## config.mk

```make
export PLATFORM = sky130hd
export DESIGN_NAME = audio_preemphasis
export DESIGN_NICKNAME = d
export VERILOG_FILES = /design/src/rtl/audio_preemphasis.sv
export SDC_FILE = /design/constraint.sdc
export NUM_CORES = 1
export LEC_CHECK = 0
export BUFFER_PORTS_ARGS = -buffer_cell sky130_fd_sc_hd__buf_4
export CELL_PAD_IN_SITES_DETAIL_PLACEMENT = 1
export CELL_PAD_IN_SITES_GLOBAL_PLACEMENT = 1
export CORE_MARGIN = 8
export CORE_UTILIZATION = 36
export CTS_CLUSTER_SIZE = 24
export DETAILED_ROUTE_END_ITERATION = 12
export HOLD_SLACK_MARGIN = 0.15
export PLACE_DENSITY_LB_ADDON = 0.15
export SETUP_SLACK_MARGIN = 0.5
export SLEW_MARGIN = 40
export SYNTH_ARGS = -nofsm -noshare
export SYNTH_HDL_FRONTEND = slang
export SYNTH_SLANG_ARGS = --single-unit
```

## constraint.sdc

```tcl
create_clock -name clk -period 2.5 [get_ports clk]
set_input_delay 0.5 -clock clk [delete_from_list [all_inputs] [get_ports clk]]
set_output_delay 0.5 -clock clk [all_outputs]
set_load 0.005 [all_outputs]
```

## src/rtl/audio_preemphasis.sv

```systemverilog
// Audio pre-emphasis: y = sat_A(x + (((x - x_prev) * c) >>> S)) using a serial LSB-first shift-add multiplier.
// Define AUDIO_PREEMPHASIS_CLIP_CNT_EN to build the 8-bit saturating clip event counter.
module audio_preemphasis #(
   parameter int A = 8,
   parameter int K = 4,
   parameter int S = 2
) (
   input  logic         clk,
   input  logic         rst,
   input  logic [A-1:0] audio_in,
   input  logic         audio_dv,
   input  logic [K-1:0] coef,
   input  logic         bypass,
   output logic [A-1:0] audio_out,
   output logic         out_dv,
   output logic         busy,
   output logic         clip,
   output logic [7:0]   clip_cnt
);
   localparam int P  = A + 1 + K;
   localparam int SW = A + 2 + K;
   localparam int CW = $clog2(K + 1);

   typedef enum logic [1:0] {IDLE, MUL, SAT, OUT} state_t;
   state_t state_q, state_d;

   logic signed [A-1:0]  x_q, x_prev_q, y_q;
   logic signed [P-1:0]  md_q, acc_q, acc_sh;
   logic        [K-1:0]  c_q;
   logic        [CW-1:0] cnt_q;
   logic                 clip_pend_q;
   logic        [A-1:0]  audio_out_q;
   logic                 out_dv_q, clip_q;
   logic                 mul_last;
   logic signed [A:0]    d_w;
   logic signed [SW-1:0] sum_w;

   function automatic logic signed [A-1:0] sat_a(input logic signed [SW-1:0] v);
      logic signed [SW-1:0] hi, lo;
      hi = SW'((2 ** (A - 1)) - 1);
      lo = ~hi;
      if (v > hi)      sat_a = hi[A-1:0];
      else if (v < lo) sat_a = lo[A-1:0];
      else             sat_a = v[A-1:0];
   endfunction

   function automatic logic is_clip(input logic signed [SW-1:0] v);
      logic signed [SW-1:0] hi, lo;
      hi = SW'((2 ** (A - 1)) - 1);
      lo = ~hi;
      is_clip = (v > hi) || (v < lo);
   endfunction

   always_ff @(posedge clk) begin
      if (rst) state_q <= IDLE;
      else     state_q <= state_d;
   end

   always_comb begin
      state_d = state_q;
      unique case (state_q)
         IDLE:    if (audio_dv) state_d = MUL;
         MUL:     if (mul_last) state_d = SAT;
         SAT:     state_d = OUT;
         OUT:     state_d = IDLE;
         default: state_d = IDLE;
      endcase
   end

   always_comb begin
      busy     = (state_q != IDLE);
      mul_last = (state_q == MUL) && (cnt_q == CW'(K - 1));
   end

   // Difference is taken against x_prev at latch time; the sum is sign-extended to full width.
   assign d_w    = $signed({audio_in[A-1], audio_in}) - $signed({x_prev_q[A-1], x_prev_q});
   assign acc_sh = acc_q >>> S;
   assign sum_w  = $signed({{(K + 2){x_q[A-1]}}, x_q}) + $signed({acc_sh[P-1], acc_sh});

   always_ff @(posedge clk) begin
      if (rst) begin
         acc_q       <= '0;
         x_prev_q    <= '0;
         audio_out_q <= '0;
         out_dv_q    <= 1'b0;
         clip_q      <= 1'b0;
         cnt_q       <= '0;
      end else begin
         out_dv_q <= 1'b0;
         clip_q   <= 1'b0;
         case (state_q)
            IDLE: if (audio_dv) begin
               x_q   <= $signed(audio_in);
               c_q   <= bypass ? '0 : coef;
               md_q  <= {{K{d_w[A]}}, d_w};
               acc_q <= '0;
               cnt_q <= '0;
            end
            MUL: begin
               if (c_q[0]) acc_q <= acc_q + md_q;
               md_q  <= md_q <<< 1;
               c_q   <= c_q >> 1;
               cnt_q <= cnt_q + CW'(1);
            end
            SAT: begin
               y_q         <= sat_a(sum_w);
               clip_pend_q <= is_clip(sum_w);
            end
            OUT: begin
               audio_out_q <= y_q;
               out_dv_q    <= 1'b1;
               clip_q      <= clip_pend_q;
               x_prev_q    <= x_q;
            end
            default: ;
         endcase
      end
   end

   assign audio_out = audio_out_q;
   assign out_dv    = out_dv_q;
   assign clip      = clip_q;

`ifdef AUDIO_PREEMPHASIS_CLIP_CNT_EN
   logic [7:0] clip_cnt_q;

   always_ff @(posedge clk) begin
      if (rst)
         clip_cnt_q <= '0;
      else if (state_q == OUT && clip_pend_q && clip_cnt_q != 8'hFF)
         clip_cnt_q <= clip_cnt_q + 8'd1;
   end

   assign clip_cnt = clip_cnt_q;
`else
   assign clip_cnt = '0;
`endif

endmodule

```

# After elaboration in Yosys (flattened, before gate mapping)
# Cells that the tools add are included.
[word_totals]
ff_bits = 70
out_inout_bits = 19
word_cells = 54
[classes]
add_sub_neg = 4
magnitude_cmp = 2
n_eq_ne = 7
mux = 15
n_bitwise = 2
n_reduce_logical = 12
[op_table]
columns = ["cell", "n"]
rows = [
  ["13-bit case mux with 2 select lines", 2],
  ["13-bit two-way mux", 3],
  ["13-bit adder", 1],
  ["8-bit by 11-bit adder with 12-bit output", 1],
  ["12-bit by 8-bit > comparator with 1-bit output (second input constant)", 1],
  ["12-bit by 8-bit < comparator with 1-bit output (second input constant)", 1],
  ["3-bit AND reduction", 3],
  ["8-bit by 8-bit subtractor with 9-bit output", 1],
  ["4-bit two-way mux", 2],
  ["8-bit two-way mux", 1],
  ["2-bit case mux with 4 select lines", 1],
  ["4-bit case mux with 2 select lines", 1],
  ["2-bit inequality test (second input constant)", 3],
  ["3-bit case mux with 2 select lines", 1],
  ["2-bit AND reduction", 3],
  ["2-bit equality test (second input constant)", 2],
  ["2-bit two-way mux", 2],
  ["2-bit nonzero test", 2],
  ["3-bit by 1-bit adder with 3-bit output (second input constant)", 1],
  ["3-bit by 2-bit equality test with 1-bit output (second input constant)", 1],
  ["3-bit two-way mux", 1],
  ["2-bit by 1-bit equality test with 1-bit output (second input constant)", 1],
  ["2-bit zero test", 1],
  ["1-bit NOT", 2],
  ["4 further kinds", 4],
]

# Depth between registers and ports, before layout
[logic_depth]
depth_word = 4
mapped_depth = 9
ltp_nobuf = 9

# Least setup slack after synthesis
# Ideal clock, no wire load.
[synth_path]
kind = "flip-flop to flip-flop"
startpoint = "register x_q[0]"
endpoint = "register clip_pend_q, data pin"
arrival_time_ns = 2.250
required_ns = 2.240
path_slack_ns = -0.010
stages_incl_launch_ff = 9
path_cell_list = "edfxtp_1 > ha_1 > fa_1 > a211oi_1 > nor2_1 > o2bb2ai_4 > mux2i_1 > or3_4 > mux2_4"
[synth_between]
elab_chain_len = 3
word_cells_on_any_way = 4
[synth_rtl]
columns = ["item", "line_no", "text"]
rows = [
  ["start, declared", "27", "logic signed [A-1:0] x_q, x_prev_q, y_q;"],
  ["start signal, assigned", "93", "x_q <= $signed(audio_in);"],
  ["8-bit by 11-bit adder with 12-bit output (*)", "78", "assign sum_w = $signed({{(K + 2){x_q[A-1]}}, x_q}) + $signed({acc_sh[P-1], acc_sh});"],
  ["12-bit by 8-bit > comparator with 1-bit output or 12-bit by 8-bit < comparator with 1-bit output (tied branches)", "51", "is_clip = (v > hi) || (v < lo);"],
  ["1-bit logical OR (*)", "51", ""],
  ["end signal, assigned", "107", "clip_pend_q <= is_clip(sum_w);"],
  ["end, declared", "31", "logic clip_pend_q;"],
]
# Every way passes the cells marked *; elsewhere a longest branch is shown, timed or not.
# A chain may end at the register's enable or synchronous reset.

# Final worst setup path
[layout_path]
startpoint = "register x_q[4]"
endpoint = "register clip_pend_q, data pin"
# The elaborated chain is that of the path after synthesis.

==> reports/qor.yml <==
status:
  status: "finished clean"
clock_network:
  cts_root_buf: "clkbuf_16"
  clock_path_buffers: 2
  clock_sinks: 70
  clk_latency_ns: 0.34
  postCtsHoldBufs: 0
  clk_pin_slew_worst_paths_ns: 0.06
  cts_tree: "built"
  h-tree-depth: 3
  cts_buffers: 9
route:
  ant_nets: 0
  dr.pass1.iters: 4
  wl_per_cell_um: 17.4
  vias_per_cell: 5.28
  first_iter_violations: 134
  drcViolationCount: 0
  vias: 3323
  wirelength_um: 11000
floorplan:
  core_area_um2: 11400
  top_level_ports: 35
  fp.dieArea_um2: 15200
  die_y_um: 123
  die_w_um: 123
  initial_core_util_pct: 36.6
  std_cell_rows: 39
sta:
  relSlewSlack_pct: 61.4
  setup_viol: 0
  tightest_slew_ns: 0.578
  fmax_ghz: 0.408
  final_hold_viol_count: 0
  fin_crit_sh_pct: 98.1
  slew_viol_final: 0
  fin_skew_ns: 0.00993
  grt_setup_unrepaired: "true"
  whs_ns: 0.368
  period_needed_ns: 2.45
setup_path:
  critPathCaptureType: "register"
  critPathKind: "reg -> reg"
  cp-start-kind: "register"
  cp_common_cell: "or3_4"
  critPathArrivalTime_ns: 2.54
  crit_required_ns: 2.59
  crit_path_max_fanout: 3
  crit_family: "simple AND/OR/NAND/NOR gates"
  crit_slowest_cell: "edfxtp_1"
  critPathBufInv: 0
  crit_path_max_incr_delay_ns: 0.43
  path_cells: "ha_4, or3_4, a211o_1, o21ai_2, xor2_1, or3_4, mux2_4"
final_layout:
  final_common_cell: "buf_4"
  fin_util_pct: 47.6
  final_nets: 538
  seqCellArea_um2: 1750
  fill_cells: 1240
  syn_to_final_growth_pct: 30.2
  final_cell_mix: "buf_4 (65), nor2_1 (47), dfxtp_1 (34), edfxtp_1 (34), ha_1 (23)"
  diodes: 0
  multi_input_area_um2: 2620
  layout-drive-gt1-share_pct: 32.1
power_and_ir_drop:
  power_per_cell_area_nw_per_um2: 929
  vdd_drop_max_uv: 392
  power.leakage_nw: 2.16
  power.total_mw: 5.03
grt:
  antenna_found_initial: 0
  overflow: 0
  grt_max_degree: 35
  grt_pass1_vias: 3520
  grtUsageTotal_pct: 15.0
  grt_pass1_wl_um: 17700
synthesis:
  syn_avg_cell_area_um2: 10.0
  postSynthCellCount: 414
  synth_edf_count: 34
  yosys_warnings: 0
  synth_top_area_cell: "edfxtp_1"
  yosysUniqueCellTypes: 55
  netlist_area_um2: 4160
  synth_seq_area_share_pct: 41.9
  ys_seq_elements: 70
  ys.flop_type: "dfxtp_1"
  synthArstFlopShare_pct: 0
  synth_top_area_share_pct: 24.6
  netlist_top_cells_area: "edfxtp_1 (25%), dfxtp_1 (17%), ha_1 (11%), mux2i_1 (4.8%), nor2_1 (4.4%)"
placement:
  gp_congestion: 0.785
  dpl.hpwl_um: 7900
  portBuffers: 26
min_path:
  hold_class: "in -> reg"
run:
  maxCapViolations: 0
==> synth_stat cells (all sizes together), types with 6 or more instances <==
cell type	instances
a21oi	29
a22o	8
a22oi	6
buf	8
clkbuf	11
dfxtp	36
edfxtp	34
ha	38
inv	22
mux2i	20
nand2	17
nor2	49
nor2b	7
nor3	6
o21a	9
o21ai	21
xnor2	6
xor2	13
==> state kept, by name, summed over array words and instances (netlist names) <==
| register | cells |
|---|---|
| acc_q | 13 |
| audio_out | 8 |
| c_q | 4 |
| clip | 1 |
| clip_pend_q | 1 |
| cnt_q | 3 |
| md_q | 13 |
| out_dv | 1 |
| state_q | 2 |
| x_prev_q | 8 |
| x_q | 8 |
| y_q | 8 |
==> area by class of cell <==
class / instances / share of cell area [%]
multi-input combinational: 310 / 48.3
sequential: 70 / 32.3
timing repair buffer: 68 / 9.64
clock buffer: 11 / 4.30
tap: 143 / 3.30
inverter: 22 / 1.66
clock inverter: 5 / 0.485
==> cells by family (layout without fill, tap and decap cells) <==
| kind of cell | Yosys count | count (layout) | share of synthesized area (%) |
|---|---|---|---|
| and+or+nand+nor | 109 | 109 | 12.9 |
| adders and majority gates | 41 | 41 | 12.9 |
| AOI/OAI and AO/OA | 112 | 112 | 18.6 |
| buffers and inverters | 41 | 106 | 4.42 |
| other | 1 | 8 | 0.0902 |
| muxes | 21 | 21 | 5.18 |
| DFF | 70 | 70 | 41.9 |
| xor gates and xnor gates | 19 | 19 | 4.00 |
==> worst paths after layout <==
| check | start | endpoint | slack (ns) | depth (start not counted) |
|---|---|---|---|---|
| worst max-delay path | x_q[4] | clip_pend_q | 0.05 | 7 |
| worst min-delay path | audio_in[3] | x_q[3] | 0.37 | 1 |
| worst max register to register | x_q[4] | clip_pend_q | 0.05 | 7 |
| worst min register to register | clip_pend_q | clip | 0.47 | 1 |
==> report_power, final <==
part	internal, mW	switching (mW)
Sequential	1.51	0.185
Combinational	1.01	1.16
Clock	0.663	0.495
Total	3.19	1.84
==> metrics by stage <==
step / setup WS, ns / instances / cell area (µm²) / TNS, ns
global route: -0.0446 / 629 / 5410 / -0.0644
global placement: 0.0532 / 589 / 4650 / 0
finish: 0.0486 / 629 / 5410 / 0
detailed placement: -0.00838 / 589 / 4650 / -0.00838
floorplan: 0.104 / 421 / 4240 / 0
CTS: 0.0662 / 622 / 5170 / 0
==> per-layer routing <==
| metal | wire length [µm] | vias to the layer above | global-route usage (%) |
|---|---|---|---|
| li1 | - | 1620 | - |
| met1 | 4880 | 1642 | 17.9 |
| met2 | 5550 | 49 | 26.1 |
| met3 | 357 | 12 | 2.65 |
| met4 | 170 | 0 | 6.40 |
| met5 | 0 | - | 0 |
==> repair_timing <==
action	in CTS	in global routing
gates resized for setup	28	40
cloned	0	0
endpoints found under the setup margin	23	42
buffers inserted	17	7
pin swaps	14	28
hold endpoints to repair	0	0
Note: power is estimated with default switching activity, not from simulation.
